===== src/rtl/cpu_axi_pkg.sv =====
// Shared types and encodings for the CPU-to-AXI4 single-beat bridge.
package cpu_axi_pkg;

  typedef enum logic [2:0] {
    ST_IDLE,
    ST_AR,
    ST_R,
    ST_AWW,
    ST_AW,
    ST_W,
    ST_B,
    ST_DONE
  } state_t;

  localparam logic [2:0] CORE_WORD = 3'd0;
  localparam logic [2:0] CORE_HALF = 3'd1;
  localparam logic [2:0] CORE_BYTE = 3'd2;

  localparam logic [2:0] AXI_SIZE_BYTE = 3'd0;
  localparam logic [2:0] AXI_SIZE_HALF = 3'd1;
  localparam logic [2:0] AXI_SIZE_WORD = 3'd2;

  localparam logic [1:0] BURST_INCR = 2'b01;

  localparam logic [1:0] RESP_OKAY   = 2'b00;
  localparam logic [1:0] RESP_SLVERR = 2'b10;
  localparam logic [1:0] RESP_DECERR = 2'b11;

endpackage


===== src/rtl/cpu_axi_master_if.sv =====
// AXI4 channel bundle between cpu_axi_master and its slave.
interface cpu_axi_master_if #(
  parameter int unsigned ADDR_W = 32,
  parameter int unsigned DATA_W = 32,
  parameter int unsigned ID_W   = 4
);
  logic [ID_W-1:0]     arid;
  logic [ADDR_W-1:0]   araddr;
  logic [3:0]          arlen;
  logic [2:0]          arsize;
  logic [1:0]          arburst;
  logic                arvalid;
  logic                arready;

  logic [ID_W-1:0]     rid;
  logic [DATA_W-1:0]   rdata;
  logic [1:0]          rresp;
  logic                rlast;
  logic                rvalid;
  logic                rready;

  logic [ID_W-1:0]     awid;
  logic [ADDR_W-1:0]   awaddr;
  logic [3:0]          awlen;
  logic [2:0]          awsize;
  logic [1:0]          awburst;
  logic                awvalid;
  logic                awready;

  logic [DATA_W-1:0]   wdata;
  logic [DATA_W/8-1:0] wstrb;
  logic                wlast;
  logic                wvalid;
  logic                wready;

  logic [ID_W-1:0]     bid;
  logic [1:0]          bresp;
  logic                bvalid;
  logic                bready;

  modport master (
    output arid, araddr, arlen, arsize, arburst, arvalid,
    input  arready,
    input  rid, rdata, rresp, rlast, rvalid,
    output rready,
    output awid, awaddr, awlen, awsize, awburst, awvalid,
    input  awready,
    output wdata, wstrb, wlast, wvalid,
    input  wready,
    input  bid, bresp, bvalid,
    output bready
  );

  modport slave (
    input  arid, araddr, arlen, arsize, arburst, arvalid,
    output arready,
    output rid, rdata, rresp, rlast, rvalid,
    input  rready,
    input  awid, awaddr, awlen, awsize, awburst, awvalid,
    output awready,
    input  wdata, wstrb, wlast, wvalid,
    output wready,
    output bid, bresp, bvalid,
    input  bready
  );

endinterface


===== src/rtl/cpu_axi_master_strb_gen.sv =====
// Maps CPU access size and low address bits to AXI size and write strobes.
module axi_strb_gen
  import cpu_axi_pkg::*;
(
  input  logic [2:0] core_type,
  input  logic [1:0] addr_lo,
  output logic [2:0] size,
  output logic [3:0] strb
);

  always_comb begin
    size = AXI_SIZE_WORD;
    strb = 4'b1111;
    case (core_type)
      CORE_HALF: begin
        size = AXI_SIZE_HALF;
        strb = 4'b0011 << {addr_lo[1], 1'b0};
      end
      CORE_BYTE: begin
        size = AXI_SIZE_BYTE;
        strb = 4'b0001 << addr_lo;
      end
      default: ;
    endcase
  end

endmodule


===== src/rtl/cpu_axi_master.sv =====
// Single-beat CPU memory port to AXI4 master bridge with pipeline stall.
// Define AXI_TIMEOUT_EN to add a watchdog that aborts stuck transfers.
module cpu_axi_master
  import cpu_axi_pkg::*;
#(
  parameter int unsigned ADDR_W         = 32,
  parameter int unsigned DATA_W         = 32,
  parameter int unsigned ID_W           = 4,
  parameter int unsigned MASTER_ID      = 0,
  parameter int unsigned TIMEOUT_CYCLES = 255
) (
  input  logic                 clk,
  input  logic                 rst,
  input  logic                 req_read,
  input  logic                 req_write,
  input  logic [ADDR_W-1:0]    req_addr,
  input  logic [DATA_W-1:0]    req_wdata,
  input  logic [2:0]           req_core_type,
  output logic [DATA_W-1:0]    resp_rdata,
  output logic                 resp_err,
  output logic                 cpu_stall,
  cpu_axi_master_if.master     axi
);

  state_t              state_q, state_n;
  logic [ADDR_W-1:0]   addr_q;
  logic [DATA_W-1:0]   wdata_q;
  logic [3:0]          strb_q;
  logic [2:0]          size_q;
  logic [2:0]          gen_size;
  logic [3:0]          gen_strb;
  logic                timeout;
  logic                unused_ok;

  axi_strb_gen u_strb_gen (
    .core_type (req_core_type),
    .addr_lo   (req_addr[1:0]),
    .size      (gen_size),
    .strb      (gen_strb)
  );

`ifdef AXI_TIMEOUT_EN
  localparam int unsigned WDOG_W =
    ($clog2(TIMEOUT_CYCLES + 1) > 8) ? $clog2(TIMEOUT_CYCLES + 1) : 8;

  logic [WDOG_W-1:0] wdog_q;

  always_ff @(posedge clk or posedge rst) begin
    if (rst)
      wdog_q <= '0;
    else if (state_q == ST_IDLE || state_q == ST_DONE)
      wdog_q <= '0;
    else
      wdog_q <= wdog_q + 1'b1;
  end

  assign timeout = (state_q != ST_IDLE) && (state_q != ST_DONE) &&
                   (wdog_q == WDOG_W'(TIMEOUT_CYCLES - 1));
  assign unused_ok = ^{axi.rid, axi.rlast, axi.bid};
`else
  assign timeout   = 1'b0;
  assign unused_ok = ^{axi.rid, axi.rlast, axi.bid, (TIMEOUT_CYCLES != 0)};
`endif

  assign axi.arid    = ID_W'(MASTER_ID);
  assign axi.araddr  = addr_q;
  assign axi.arlen   = '0;
  assign axi.arsize  = size_q;
  assign axi.arburst = BURST_INCR;

  assign axi.awid    = ID_W'(MASTER_ID);
  assign axi.awaddr  = addr_q;
  assign axi.awlen   = '0;
  assign axi.awsize  = size_q;
  assign axi.awburst = BURST_INCR;

  assign axi.wdata   = wdata_q;
  assign axi.wstrb   = strb_q;
  assign axi.wlast   = 1'b1;

  always_comb begin
    state_n     = state_q;
    cpu_stall   = 1'b1;
    axi.arvalid = 1'b0;
    axi.rready  = 1'b0;
    axi.awvalid = 1'b0;
    axi.wvalid  = 1'b0;
    axi.bready  = 1'b0;
    case (state_q)
      ST_IDLE: begin
        cpu_stall = req_read | req_write;
        if (req_write)
          state_n = ST_AWW;
        else if (req_read)
          state_n = ST_AR;
      end
      ST_AR: begin
        axi.arvalid = 1'b1;
        if (axi.arready) state_n = ST_R;
      end
      ST_R: begin
        axi.rready = 1'b1;
        if (axi.rvalid) state_n = ST_DONE;
      end
      // AW and W may complete in either order; the leftover channel gets its own state
      ST_AWW: begin
        axi.awvalid = 1'b1;
        axi.wvalid  = 1'b1;
        if (axi.awready && axi.wready)
          state_n = ST_B;
        else if (axi.awready)
          state_n = ST_W;
        else if (axi.wready)
          state_n = ST_AW;
      end
      ST_AW: begin
        axi.awvalid = 1'b1;
        if (axi.awready) state_n = ST_B;
      end
      ST_W: begin
        axi.wvalid = 1'b1;
        if (axi.wready) state_n = ST_B;
      end
      ST_B: begin
        axi.bready = 1'b1;
        if (axi.bvalid) state_n = ST_DONE;
      end
      ST_DONE: begin
        cpu_stall = 1'b0;
        state_n   = ST_IDLE;
      end
      default: state_n = ST_IDLE;
    endcase
    if (timeout) state_n = ST_DONE;
  end

  always_ff @(posedge clk or posedge rst) begin
    if (rst) begin
      state_q    <= ST_IDLE;
      addr_q     <= '0;
      wdata_q    <= '0;
      strb_q     <= '0;
      size_q     <= '0;
      resp_rdata <= '0;
      resp_err   <= 1'b0;
    end else begin
      state_q <= state_n;
      if (state_q == ST_IDLE && (req_read || req_write)) begin
        addr_q  <= req_addr;
        size_q  <= gen_size;
        wdata_q <= req_wdata;
        strb_q  <= gen_strb;
      end
      if (timeout) begin
        resp_rdata <= '0;
        resp_err   <= 1'b1;
      end else if (state_q == ST_R && axi.rvalid) begin
        resp_rdata <= axi.rdata;
        resp_err   <= (axi.rresp != RESP_OKAY);
      end else if (state_q == ST_B && axi.bvalid) begin
        resp_err <= (axi.bresp != RESP_OKAY);
      end
    end
  end

endmodule


===== src/flat_wrapper.sv =====
// flat-port wrapper written by rule: the top's interface ports become plain ports
module cpu_axi_master_flat import cpu_axi_pkg::*;
#(
  parameter int unsigned ADDR_W         = 32,
  parameter int unsigned DATA_W         = 32,
  parameter int unsigned ID_W           = 4,
  parameter int unsigned MASTER_ID      = 0,
  parameter int unsigned TIMEOUT_CYCLES = 255
)
  (clk, rst, req_read, req_write, req_addr, req_wdata, req_core_type, resp_rdata, resp_err, cpu_stall, axi_arid, axi_araddr, axi_arlen, axi_arsize, axi_arburst, axi_arvalid, axi_arready, axi_rid, axi_rdata, axi_rresp, axi_rlast, axi_rvalid, axi_rready, axi_awid, axi_awaddr, axi_awlen, axi_awsize, axi_awburst, axi_awvalid, axi_awready, axi_wdata, axi_wstrb, axi_wlast, axi_wvalid, axi_wready, axi_bid, axi_bresp, axi_bvalid, axi_bready);
  cpu_axi_master_if #(.ADDR_W(ADDR_W), .DATA_W(DATA_W), .ID_W(ID_W)) axi_i ();
  input  logic clk;
  input  logic rst;
  input  logic req_read;
  input  logic req_write;
  input  logic [ADDR_W-1:0] req_addr;
  input  logic [DATA_W-1:0] req_wdata;
  input  logic [2:0] req_core_type;
  output logic [DATA_W-1:0] resp_rdata;
  output logic resp_err;
  output logic cpu_stall;
  output wire logic [$bits(axi_i.arid)-1:0] axi_arid;
  output wire logic [$bits(axi_i.araddr)-1:0] axi_araddr;
  output wire logic [$bits(axi_i.arlen)-1:0] axi_arlen;
  output wire logic [$bits(axi_i.arsize)-1:0] axi_arsize;
  output wire logic [$bits(axi_i.arburst)-1:0] axi_arburst;
  output wire logic [$bits(axi_i.arvalid)-1:0] axi_arvalid;
  input wire logic [$bits(axi_i.arready)-1:0] axi_arready;
  input wire logic [$bits(axi_i.rid)-1:0] axi_rid;
  input wire logic [$bits(axi_i.rdata)-1:0] axi_rdata;
  input wire logic [$bits(axi_i.rresp)-1:0] axi_rresp;
  input wire logic [$bits(axi_i.rlast)-1:0] axi_rlast;
  input wire logic [$bits(axi_i.rvalid)-1:0] axi_rvalid;
  output wire logic [$bits(axi_i.rready)-1:0] axi_rready;
  output wire logic [$bits(axi_i.awid)-1:0] axi_awid;
  output wire logic [$bits(axi_i.awaddr)-1:0] axi_awaddr;
  output wire logic [$bits(axi_i.awlen)-1:0] axi_awlen;
  output wire logic [$bits(axi_i.awsize)-1:0] axi_awsize;
  output wire logic [$bits(axi_i.awburst)-1:0] axi_awburst;
  output wire logic [$bits(axi_i.awvalid)-1:0] axi_awvalid;
  input wire logic [$bits(axi_i.awready)-1:0] axi_awready;
  output wire logic [$bits(axi_i.wdata)-1:0] axi_wdata;
  output wire logic [$bits(axi_i.wstrb)-1:0] axi_wstrb;
  output wire logic [$bits(axi_i.wlast)-1:0] axi_wlast;
  output wire logic [$bits(axi_i.wvalid)-1:0] axi_wvalid;
  input wire logic [$bits(axi_i.wready)-1:0] axi_wready;
  input wire logic [$bits(axi_i.bid)-1:0] axi_bid;
  input wire logic [$bits(axi_i.bresp)-1:0] axi_bresp;
  input wire logic [$bits(axi_i.bvalid)-1:0] axi_bvalid;
  output wire logic [$bits(axi_i.bready)-1:0] axi_bready;
  assign axi_arid = axi_i.arid;
  assign axi_araddr = axi_i.araddr;
  assign axi_arlen = axi_i.arlen;
  assign axi_arsize = axi_i.arsize;
  assign axi_arburst = axi_i.arburst;
  assign axi_arvalid = axi_i.arvalid;
  assign axi_i.arready = axi_arready;
  assign axi_i.rid = axi_rid;
  assign axi_i.rdata = axi_rdata;
  assign axi_i.rresp = axi_rresp;
  assign axi_i.rlast = axi_rlast;
  assign axi_i.rvalid = axi_rvalid;
  assign axi_rready = axi_i.rready;
  assign axi_awid = axi_i.awid;
  assign axi_awaddr = axi_i.awaddr;
  assign axi_awlen = axi_i.awlen;
  assign axi_awsize = axi_i.awsize;
  assign axi_awburst = axi_i.awburst;
  assign axi_awvalid = axi_i.awvalid;
  assign axi_i.awready = axi_awready;
  assign axi_wdata = axi_i.wdata;
  assign axi_wstrb = axi_i.wstrb;
  assign axi_wlast = axi_i.wlast;
  assign axi_wvalid = axi_i.wvalid;
  assign axi_i.wready = axi_wready;
  assign axi_i.bid = axi_bid;
  assign axi_i.bresp = axi_bresp;
  assign axi_i.bvalid = axi_bvalid;
  assign axi_bready = axi_i.bready;
  cpu_axi_master #(.ADDR_W(ADDR_W), .DATA_W(DATA_W), .ID_W(ID_W), .MASTER_ID(MASTER_ID), .TIMEOUT_CYCLES(TIMEOUT_CYCLES)) u_core (.clk(clk), .rst(rst), .req_read(req_read), .req_write(req_write), .req_addr(req_addr), .req_wdata(req_wdata), .req_core_type(req_core_type), .resp_rdata(resp_rdata), .resp_err(resp_err), .cpu_stall(cpu_stall), .axi(axi_i));
endmodule

===== config.mk =====
export PLATFORM = sky130hd
export DESIGN_NAME = cpu_axi_master_flat
export DESIGN_NICKNAME = d
export VERILOG_FILES = /design/src/rtl/cpu_axi_pkg.sv /design/src/rtl/cpu_axi_master_if.sv /design/src/rtl/cpu_axi_master_strb_gen.sv /design/src/rtl/cpu_axi_master.sv /design/src/flat_wrapper.sv
export SDC_FILE = /design/constraint.sdc
export NUM_CORES = 1
export LEC_CHECK = 0
export ABC_AREA = 1
export CORE_MARGIN = 1.5
export CORE_UTILIZATION = 40
export DETAILED_ROUTE_END_ITERATION = 8
export GPL_TIMING_DRIVEN = 0
export PLACE_DENSITY = 0.91
export SLEW_MARGIN = 10
export SYNTH_ARGS = -nofsm -noshare
export SYNTH_HDL_FRONTEND = slang
export SYNTH_SLANG_ARGS = --single-unit

===== constraint.sdc =====
create_clock -name clk -period 9.2 [get_ports clk]
set_input_delay 1.84 -clock clk [delete_from_list [all_inputs] [get_ports clk]]
set_output_delay 1.84 -clock clk [all_outputs]
set_load 0.05 [all_outputs]

Word-level counts from Yosys, hierarchy flattened
Cells that the tools add are included.

word-level totals
  register bits = 107
  word-level logic and storage cells = 59
  input bits = 121

cells by class
  shift operators = 2
  mux-type cells = 21
  bitwise logic cells = 1
  reductions and logical operators = 12
  equality and inequality tests = 16

operator list
  operator               count
  $mux W3                10
  $pmux W3 S8            1
  $eq A3 B3 Y1 const B   4
  $ne A2 B2 Y1 const B   5
  $eq A3 B2 Y1 const B   3
  $pmux W4 S2            1
  $mux W1                7
  $reduce_and A7 Y1      1
  $eq A3 B1 Y1 const B   2
  $reduce_bool A2 Y1     3
  $logic_and A1 B1 Y1    4
  $ne A4 B3 Y1 const B   1
  $pmux W2 S2            1
  $reduce_or A2 Y1       2
  $shl A1 B2 Y4 const A  1
  $shl A2 B2 Y4 const A  1
  $logic_not A3 Y1       1
  $ne A3 B3 Y1 const B   1
  $pmux W1 S2            1
  $logic_or A1 B1 Y1     1
  $or A1 B1 Y1           1

Longest topological paths before layout
Gate-level depths: netlist (run 1).

  depth after elaboration = 4
  gate-level depth with buffers = 10
  mapped depth without buffers = 9

Cells and area by module
A second synthesis (run 1) with hierarchy kept.

second synthesis, totals
  cell total of the unflattened synthesis = 581
  area, all modules = 4,948.5 um2

modules (own cells, without submodules)
  module          area each (um2)  cells an instance  times used  sequential area each (um2)
  cpu_axi_master  4,853.4          559                1           2,677.6
  axi_strb_gen    95.1             22                 1           0.0

Worst setup path before layout (run 1)
No wires, ideal clock.

  kind = input port to output port
  from = input req_write
  to = output cpu_stall
  data required time = 7,360 ps
  setup slack = 4,776 ps
  buffers on the path = 0
  data arrival time = 2,584 ps
  cell stages on the path = 3
  cell sequence = nor2_1 nand3_1 o21a_1

between the ends
  longest elaborated chain between the ends = 2

ends and longest elaborated chain
  item             RTL line              text
  start, declared  flat_wrapper.sv:15    input logic req_write;
  $or A1 B1 Y1     cpu_axi_master.sv:91  cpu_stall = req_read | req_write;
  $pmux W1 S2      cpu_axi_master.sv:89  case (state_q)
  end, declared    flat_wrapper.sv:21    output logic cpu_stall;

Every way passes these cells.

Worst setup path after layout (run 1)
Ends and elaborated chain as after synthesis.

==> results of run 1 <==
==> cells by family after synthesis <==
kind of cell | count (synthesis)
AOI/OAI and AO/OA | 6
buffers and inverters | 95
DFF | 106
other | 2
and+or+nand+nor | 353
==> sequential cells by signal, summed over array words and instances (netlist names) <==
name,flops
u_core.axi.wdata,32
u_core.axi.arsize,2
u_core.axi.araddr,32
u_core.state_q,3
u_core.resp_err,1
u_core.resp_rdata,32
u_core.axi.wstrb,4
==> layer usage <==
metal	up-vias	GRT usage	share of wire
met3	15	0.0691	0.086
met2	196	0.388	0.52
met5	-	0	0
met4	0	0.0608	0.016
met1	2095	0.251	0.38
li1	2199	-	-
==> worst max-delay path by stage <==
stage | from | end | cells after the start
floorplan | rst | u_core.axi.araddr[0]$_DFFE_PP0P_ | 1
CTS | req_write | cpu_stall | 5
finish | req_write | cpu_stall | 5
detailed placement | req_write | cpu_stall | 5
global route | req_write | cpu_stall | 5
global placement | rst | u_core.axi.araddr[24]$_DFFE_PP0P_ | 2
==> where the power goes <==
part           internal [uW]  leakage (uW)  total, uW  switching (uW)
clock network            228      0.000156        401             173
registers                689       0.00131        836             146
logic                    783       0.00253       2330            1540
total                   1700       0.00399       3560            1860
==> layout by cell type, fill, tap and decap left out, types with 2 or more instances in the layout <==
cell,count
nand2_1,300
clkdlybuf4s50_1,254
dfrtp_1,106
buf_4,57
conb_1,23
nand3_1,20
buf_2,14
nand2_2,12
inv_1,11
nor2_1,9
clkbuf_16,9
buf_6,8
clkinv_4,3
nor3_1,3
nand4_1,3
o21ai_1,3
inv_2,2
nor2_4,2
nand2_4,2
inv_6,2
clkbuf_8,2
==> final cells by class <==
class | instances | share of cell area
repair buffers | 255 | 0.324
clock buffers | 11 | 0.0318
multi-input cells | 382 | 0.197
flip-flops and latches | 106 | 0.334
plain buffers | 79 | 0.0741
inverters | 16 | 0.00914
well taps | 143 | 0.0225
clock inverters | 5 | 0.00772
==> metrics by stage <==
step | utilization | total power, uW
finish | 0.686 | 3560
global route | 0.686 | 3750
CTS | 0.686 | 3590
detailed placement | 0.659 | 3180
global placement | 0.656 | 3130
floorplan | - | 2390
==> worst max-delay path, cell delays in order <==
cell and delay [ns]:
clkdlybuf4s50_1 0.43, nor2_1 0.34, nand3_1 0.16, o21a_1 0.14, clkdlybuf4s50_1 0.69
==> out/summary.txt, run 1 <==
RUN STATUS
-------------------------------------------------------------------------------------
Status ................................................................. finished, violations left
Violations in the final reports ........................................          DRC

PLACE
-------------------------------------------------------------------------------------
Last weighted congestion value of the routability-driven placer ........        0.853
Dpl cell area ..........................................................    7620 um^2
Number of buffer cells added on primary ports ..........................          254
Post-detailed-placement half-perimeter wirelength ......................      10.7 mm
Worst slack at placement ...............................................      3.76 ns
Post-placement cell count ..............................................          981

GRT
-------------------------------------------------------------------------------------
Pin count of the biggest net entering global routing ...................           60
Remaining global-route overflow ........................................            0
GR Util All Layers .....................................................        0.217
Initial antenna violation count ........................................            0
Vias in the first global route .........................................         4331
Wire length of the first global-routing pass ...........................      21.5 mm

POWER AND IR DROP
-------------------------------------------------------------------------------------
PwrDens ................................................................  449 nW/um^2
Peak VDD IR ............................................................     0.266 mV
Leakage dissipation ....................................................   0.00399 uW

FLOORPLANNING
-------------------------------------------------------------------------------------
Starting utilization of the core area ..................................        0.414
Count of standard-cell rows ............................................           39
Placeable core region ..................................................   11600 um^2
Die Y ..................................................................       112 um
Die X-Extent ...........................................................       112 um
Total die area .........................................................   12600 um^2
Top-level port count ...................................................          287

STA
-------------------------------------------------------------------------------------
Number of endpoints with negative hold slack in the final report .......            0
Worst slew pin tran ....................................................     0.603 ns
Unrepaired setup endpoints after global routing ........................           no
Fmax achieved ..........................................................      184 MHz
Final worst-path cycle share ...........................................        0.591
Final Max Slew Viols ...................................................            0
Final-report setup violation count .....................................            0
Setup TNS ..............................................................         0 ns
Remaining max-slew budget at the tightest pin ..........................        0.597
Crit path time final ...................................................      5.44 ns
Fin worst setup slack ..................................................      3.76 ns
Worst setup skew after layout ..........................................   0.00740 ns
Worst hold slack after final layout ....................................     0.472 ns

SETUP PATH
-------------------------------------------------------------------------------------
CP Launch Type .........................................................   input port
Destination of the worst register-to-register timing path .............. u_core.axi.wstrb[3]$_DFFE_PP0P_
Reg-to-reg startpoint .................................................. u_core.state_q[2]$_DFFE_PP0P_
Worst-case reg-to-reg path depth .......................................            8
Reg2Reg Setup Slack ....................................................      7.73 ns
Largest fanout on the critical path ....................................            2
Kind of end point of the critical path .................................   output pin
Crit Path Class ........................................................ input port to output pin
Arrival time at the worst endpoint .....................................      3.60 ns
Data required time of the worst path ...................................      7.36 ns

CLOCK NETWORK
-------------------------------------------------------------------------------------
Clock latency at the later pin of the worst-skew pair ..................      0.34 ns
Max Root-Sink Buffers ..................................................            2
Cts repair resizes .....................................................            0
Clock-pin slew of the registers on the worst-case setup and hold paths .      0.07 ns
Htree depth ............................................................            3
Clock tree from TritonCTS ..............................................         done
Clock Tree Root ........................................................    clkbuf_16
Post-CTS Hold Fix Bufs .................................................            0
# clock sinks ..........................................................          106
Setup Buffers After CTS ................................................            0
Total clock buffers created by CTS .....................................            9

RUN
-------------------------------------------------------------------------------------
Max-Cap Viols ..........................................................            0

LOGIC SYNTHESIS
-------------------------------------------------------------------------------------
Mux cell area share after synthesis ....................................            0
Mean instance size in the synthesized netlist ..........................    8.53 um^2
Area share of the leading cell type in the synthesized netlist .........        0.554
Synth Area in XOR/XNOR .................................................            0
Area leader, netlist ...................................................      dfrtp_1
Cells after Synth ......................................................          562
Synthesis warning total ................................................            0
Leading post-synthesis cells by cell area .............................. dfrtp_1 (55%), nand2_1 (23%), buf_4 (8.9%)
Async set-or-reset flop fraction in the synthesized netlist ............         1.00
Cell types with the highest counts after synthesis ..................... nand2_1 (300), dfrtp_1 (106), buf_4 (57)
Cell Area, Synth .......................................................    4790 um^2
Most frequent cell after synthesis .....................................      nand2_1
Post-synthesis share of cell area spent on and, or, nand and nor gates .        0.301
Synth Area in Compound Gates ...........................................      0.00679
Post-synth EDFFs .......................................................            0
Proportion of synthesized chip area in sequential cells ................        0.554
Top FF cell, synth .....................................................      dfrtp_1
Combinational family with the most area after synthesis ................ simple AND/OR/NAND/NOR gates
Count of different cell masters after synthesis ........................           23
Synthesized-area fraction occupied by adder cells ......................            0
Number of synthesized register bits ....................................          106

FINAL LAYOUT
-------------------------------------------------------------------------------------
Non-Filler Instances ...................................................          997
Area of combinational cells with multiple inputs .......................    1560 um^2
Final Instance Area ....................................................    7940 um^2
Area delta synth->final ................................................        65.7%
Fill count .............................................................          890
Fraction of final layout cells with drive strength greater than 1 ......        0.139
Antenna Cells ..........................................................            0
Final Net Count ........................................................          970
Register area ..........................................................    2650 um^2

WORST HOLD PATH
-------------------------------------------------------------------------------------
Hold Path Origin ....................................................... u_core.axi.wdata[20]$_DFFE_PP0P_
Kind of path behind the tightest hold check ............................ flop to flop
Worst hold path stage count ............................................            2
Hold worst-path end .................................................... u_core.axi.wdata[20]$_DFFE_PP0P_

DETAILED ROUTING
-------------------------------------------------------------------------------------
Average via count per standard cell ....................................         4.52
Number of optimization iterations in the first detailed-route pass .....            7
Violation count after the first detailed-route iteration ...............          251
Final Routed Wirelength ................................................      13.6 mm
Remaining number of nets flagged by the antenna check after routing ....            0
Average wire per cell in the routed design .............................      13.6 um
DR DRC count ...........................................................           20
Number of vias after detailed routing ..................................         4505

Power figures use the tool's default switching activity.
==> inputs of run 2 (changes only) <==
Settings changed: CORE_UTILIZATION 40 to 38, PLACE_DENSITY 0.91 to 0.87.
Clock period 9.2 ns to 5.7 ns, I/O delays scaled along.
==> out/summary.txt, run 2 (synthesized netlist as in run 1, its figures left out) <==
STA
-------------------------------------------------------------------------------------
Worst setup skew after layout ..........................................   0.00562 ns   -0.00177 ns
Final worst-path cycle share ...........................................        0.709
Number of endpoints with negative hold slack in the final report .......            0   unchanged
Final-report setup violation count .....................................            0   unchanged
Unrepaired setup endpoints after global routing ........................           no
Fmax achieved ..........................................................      247 MHz
Setup TNS ..............................................................         0 ns   unchanged
Final Max Slew Viols ...................................................            0   unchanged
Worst slew pin tran ....................................................     0.567 ns   -0.0357 ns
Remaining max-slew budget at the tightest pin ..........................        0.621   +0.0239
Crit path time final ...................................................      4.04 ns

DETAILED ROUTING
-------------------------------------------------------------------------------------
DR DRC count ...........................................................            0   -100%
Number of vias after detailed routing ..................................         4439   -1.5%
Violation count after the first detailed-route iteration ...............          283   +13%
Average via count per standard cell ....................................         4.34   -3.9%
Average wire per cell in the routed design .............................      13.0 um   -5.0%
Number of optimization iterations in the first detailed-route pass .....            4   -3
Remaining number of nets flagged by the antenna check after routing ....            0   unchanged
Final Routed Wirelength ................................................      13.2 mm   -2.6%

CLOCK NETWORK
-------------------------------------------------------------------------------------
Clock Tree Root ........................................................    clkbuf_16
Clock latency at the later pin of the worst-skew pair ..................      0.33 ns   about the same
Setup Buffers After CTS ................................................            0   unchanged
Max Root-Sink Buffers ..................................................            2   unchanged
Htree depth ............................................................            3   unchanged
Cts repair resizes .....................................................            0   unchanged
Clock-pin slew of the registers on the worst-case setup and hold paths .      0.07 ns   about the same
# clock sinks ..........................................................          106   unchanged
Post-CTS Hold Fix Bufs .................................................            0   unchanged
Clock tree from TritonCTS ..............................................         done
Total clock buffers created by CTS .....................................            9   unchanged

SETUP PATH
-------------------------------------------------------------------------------------
Worst setup startpoint .................................................    req_write
Largest fanout on the critical path ....................................            2   unchanged
Destination of the worst register-to-register timing path .............. u_core.axi.wstrb[0]$_DFFE_PP0P_
Reg-to-reg startpoint .................................................. u_core.state_q[2]$_DFFE_PP0P_
Crit Path Class ........................................................ input port to output pin
Arrival time at the worst endpoint .....................................      2.90 ns   -0.70 ns
Reg2Reg Setup Slack ....................................................      4.25 ns   -3.48 ns
Worst-case reg-to-reg path depth .......................................            8   unchanged
Kind of end point of the critical path .................................   output pin
CP Launch Type .........................................................   input port
Worst setup path endpoint ..............................................    cpu_stall
Data required time of the worst path ...................................      4.56 ns   -2.80 ns

GRT
-------------------------------------------------------------------------------------
Wire length of the first global-routing pass ...........................      20.5 mm   -4.7%
Pin count of the biggest net entering global routing ...................           70   +17%
GR Util All Layers .....................................................        0.200   -0.0175
Initial antenna violation count ........................................            0   unchanged
Vias in the first global route .........................................         4155   -4.1%
Remaining global-route overflow ........................................            0   unchanged

WORST HOLD PATH
-------------------------------------------------------------------------------------
Hold Path Origin ....................................................... u_core.axi.wdata[30]$_DFFE_PP0P_
Kind of path behind the tightest hold check ............................ flop to flop

FLOORPLANNING
-------------------------------------------------------------------------------------
Placeable core region ..................................................   12200 um^2   +5.2%
Die X-Extent ...........................................................       115 um   +2.5%
Count of standard-cell rows ............................................           40   +2.6%
Starting utilization of the core area ..................................        0.394   -0.0203
Top-level port count ...................................................          287   unchanged
Die Y ..................................................................       115 um   +2.5%
Total die area .........................................................   13300 um^2   +5.1%

FINAL LAYOUT
-------------------------------------------------------------------------------------
Non-Filler Instances ...................................................         1022   +2.5%
Register area ..........................................................    2650 um^2   unchanged
Area delta synth->final ................................................        65.6%   about the same
Fin util ...............................................................        0.653   -0.0338
Area of combinational cells with multiple inputs .......................    1560 um^2   unchanged
Most common library cell in the layout ignoring fill and taps ..........      nand2_1
Fill count .............................................................          960   +7.9%
Leading cell types in the layout, fill and taps excluded ............... nand2_1 (300), clkdlybuf4s50_1 (254), dfrtp_1 (106)
Antenna Cells ..........................................................            0   unchanged
Fraction of final layout cells with drive strength greater than 1 ......        0.138   -0.00117
Final Net Count ........................................................          970   unchanged

RUN
-------------------------------------------------------------------------------------
Max-Cap Viols ..........................................................            0   unchanged

POWER AND IR DROP
-------------------------------------------------------------------------------------
Leakage dissipation ....................................................   0.00397 uW   -0.50%
PwrDens ................................................................  715 nW/um^2   +59%
Peak VDD IR ............................................................     0.433 mV   +62%

PLACE
-------------------------------------------------------------------------------------
Last weighted congestion value of the routability-driven placer ........        0.854   +0.16%
Number of buffer cells added on primary ports ..........................          254   unchanged
Post-detailed-placement half-perimeter wirelength ......................      10.5 mm   -1.5%
Post-placement cell count ..............................................         1006   +2.5%

RUN STATUS
-------------------------------------------------------------------------------------
Status ................................................................. complete, no violations

run 2: cell count changes in the layout (fill, tap and decap cells not counted), sizes merged:
cell / previous run / this run
bufinv: 1 / 0
clkinvlp: 0 / 1
run 2: layout make-up:
type,instances,share of cell area
Buffer,79,0.0741
Clock buffer,11,0.0306
Tap cell,168,0.0265
Timing Repair Buffer,255,0.324
Sequential cell,106,0.334
Inverter,16,0.00914
Multi-Input combinational cell,382,0.197
Clock inverter,5,0.00489
run 2: worst min path at each step:
stage / slack (ns) / cells past startpoint / end
floorplan: 0.57 / 3 / u_core.state_q[0]$_DFFE_PP0P_
global placement: 0.45 / 2 / u_core.axi.wdata[30]$_DFFE_PP0P_
detailed placement: 0.46 / 2 / u_core.axi.wdata[20]$_DFFE_PP0P_
CTS: 0.47 / 2 / u_core.axi.wdata[20]$_DFFE_PP0P_
global route: 0.50 / 2 / u_core.axi.wdata[25]$_DFFE_PP0P_
finish: 0.47 / 2 / u_core.axi.wdata[30]$_DFFE_PP0P_
run 2: stage by stage:
step	hold slack (ns)	setup slack, ns	cell area, um^2	total power [uW]
final	0.473	1.66	7940	5680
after global routing	0.496	1.57	7940	5980
after CTS	0.475	1.64	7940	5730
after detailed placement	0.457	1.65	7660	5120
after global placement	0.452	0.160	7620	5060
after floorplan	0.567	1.77	4870	3860
run 2: power by group:
group	switching (uW)	internal, uW	total, uW
combinational	2480	1260	3740
clock	276	311	587
sequential	236	1110	1350
run 2: critical path: stages:
cell and delay, ns:
clkdlybuf4s50_1 0.42, nor2_1 0.33, nand3_1 0.17, o21a_1 0.14
clkdlybuf4s50_1 0.69
run 2: metal layers:
layer,routed length (um),part of all wire,up-vias,global-route usage
met3,1130,0.085,28,0.0606
met2,6690,0.51,186,0.346
met4,431,0.033,0,0.0889
met1,4990,0.38,2018,0.228
li1,-,-,2207,-
met5,0,0,-,0
==> RTL change (flow settings as in run 2) <==
Encoding of `state_t`: now one-hot (8 bits for 8 states).
--- a/src/rtl/cpu_axi_pkg.sv
+++ b/src/rtl/cpu_axi_pkg.sv
@@ -1,15 +1,15 @@
 // Shared types and encodings for the CPU-to-AXI4 single-beat bridge.
 package cpu_axi_pkg;
 
-  typedef enum logic [2:0] {
-    ST_IDLE,
-    ST_AR,
-    ST_R,
-    ST_AWW,
-    ST_AW,
-    ST_W,
-    ST_B,
-    ST_DONE
+  typedef enum logic [7:0] {
+    ST_IDLE = 8'b00000001,
+    ST_AR   = 8'b00000010,
+    ST_R    = 8'b00000100,
+    ST_AWW  = 8'b00001000,
+    ST_AW   = 8'b00010000,
+    ST_W    = 8'b00100000,
+    ST_B    = 8'b01000000,
+    ST_DONE = 8'b10000000
   } state_t;
 
   localparam logic [2:0] CORE_WORD = 3'd0;
Check against the original RTL: no difference found for any inputs over 10 cycles, from zero or initial values and one cycle with rst high; not proved beyond that.
==> RTL change against run 2 <==
- cell area increased by 3.6%
- sequential cell count rose by 5
- first-iteration DRC count down 38%
- synthesized area rose by 5.3%
- worst setup slack got worse by 49 ps
- total power shrank 0.55%
- via count down 2.1%
- wire length up 3.2%
- register-to-register slack worse by 210 ps
- cell count shrank 3.3%
==> RTL change: results (changes against run 2) <==
Setup path
  – R2R setup slack: 4040 ps (was 4250 ps)
  – Crit path launch: req_write (unchanged)
  – R2R Path End: u_core.axi.wdata[26] (was u_core.axi.wstrb[0])
  – Crit path largest cell delay: 850 ps (was 690 ps)
  – Slowest cell on crit path: clkdlybuf4s50_1 (unchanged)
  – Critical path fanouts, max: 3 (was 2)
  – RR Startpoint: u_core.state_q[0] (was u_core.state_q[2])

Yosys
  – Synth cell types: 25 (was 23)
  – Synth area leaders: dfrtp_1 (55%), nand2_1 (16%), buf_4 (9.1%) (was dfrtp_1 (55%), nand2_1 (23%), buf_4 (8.9%))
  – Ys flop type: dfrtp_1 (unchanged)
  – Post-synth top cells: nand2_1 (221), dfrtp_1 (110), buf_4 (61), mux2_4 (26), inv_1 (19) (was nand2_1 (300), dfrtp_1 (106), buf_4 (57), nand3_1 (20), buf_2 (14))
  – Register area share after synthesis: 0.5507 (was 0.5535)

Global route
  – GRT Util Overall: 0.2007 (was 0.1996)
  – Met2 usage: 0.3521 (was 0.3460)
  – Vias in the first global route: 4435 (was 4155)
  – Global-route wire length before repair: 22.21 mm (was 20.50 mm)
  – Met3 Use GR: 0.05792 (was 0.06062)
  – Met1 Use GR: 0.2320 (was 0.2277)
  – Largest net degree at the start of global routing: 62 (was 70)
  – Initial antenna violation count: 0 (unchanged)

Pwr
  – LEAKAGE: 4.149 nW (was 3.975 nW)
  – Net switching power: 2.900 mW (was 2.988 mW)
  – Power Total: 5.645 mW (was 5.676 mW)
  – IR drop worst, VDD: 0.2971 mV (was 0.4328 mV)
  – P_clk: 0.654 mW (was 0.587 mW)
  – P_seq: 1.35 mW (about the same)

Floorplan
  – Die ar.: 13980 um^2 (was 13290 um^2)

Detailed routing
  – Final wirelength: 13.67 mm (was 13.25 mm)
  – Wire length on met2: 6.902 mm (was 6.694 mm)
  – Iteration-0 DRC Markers: 176 (was 283)
  – Met3 WL post-DR: 1.154 mm (was 1.127 mm)
  – M1 WL: 5.326 mm (was 4.993 mm)
  – Via count: 4347 (was 4439)

Placed design
  – Cell Area, Placed: 7915 um^2 (was 7656 um^2)
  – DP Wirelength: 10.61 mm (was 10.49 mm)
  – Pre-CTS worst setup slack: 1619 ps (was 1649 ps)
  – RD Place Congestion: 0.8137 (was 0.8540)

STA
  – Rel. slew slack: 0.6126 (was 0.6207)
  – Clock Skew: 6.156 ps (was 5.624 ps)
  – Period utilization: 0.7179 (was 0.7092)
  – Worst Hold Margin: 470.7 ps (was 472.9 ps)

Worst hold path
  – Hold endpoint: u_core.axi.wdata[25] (was u_core.axi.wdata[30])
  – Worst Hold Depth: 2 (unchanged)
  – Hold Crit Start: u_core.axi.wdata[25] (was u_core.axi.wdata[30])

Clock tree
  – Clk_lat worst skew: 350 ps (was 330 ps)

Outcome
  – Status: completed (unchanged)

Layout
  – Layout Nets: 932 (was 970)
  – Share of cells above drive strength 1: 0.1605 (was 0.1382)
[RTL change: changes by cell type after synthesis, moves of 5 or more]
cell and delta:
nand2_1 -79, mux2_4 +26, nand2_2 -10, nor2_1 +8
inv_1 +7, mux2_1 +6, buf_6 -5
[RTL change: final cells by class]
cell class,instances,area (um^2)
Timing Repair Buffer,255,2570
Multi-Input combinational cell,338,1722
Buffer,74,541.8
Clock buffer,11,242.7
Inverter,22,87.58
Tap cell,172,215.2
Fill cell,972,4551
Sequential cell,111,2779
Clock inverter,5,65.06
[RTL change: cell families after synthesis]
logic type | after synthesis | share of synthesized area
compound gates | 15 | 0.01934
other cells | 2 | 0.001488
simple gates | 268 | 0.2140
buf+inv | 96 | 0.1237
flops | 111 | 0.5507
mux | 32 | 0.09075
[RTL change: per-stage QoR]
step	TNS, ps	util	std cells
final	0	0.6437	988
after global routing	0	0.6437	988
after CTS	0	0.6437	988
after detailed placement	0	0.6196	972
after global placement	-2488	0.6171	971
after floorplan	0	-	545
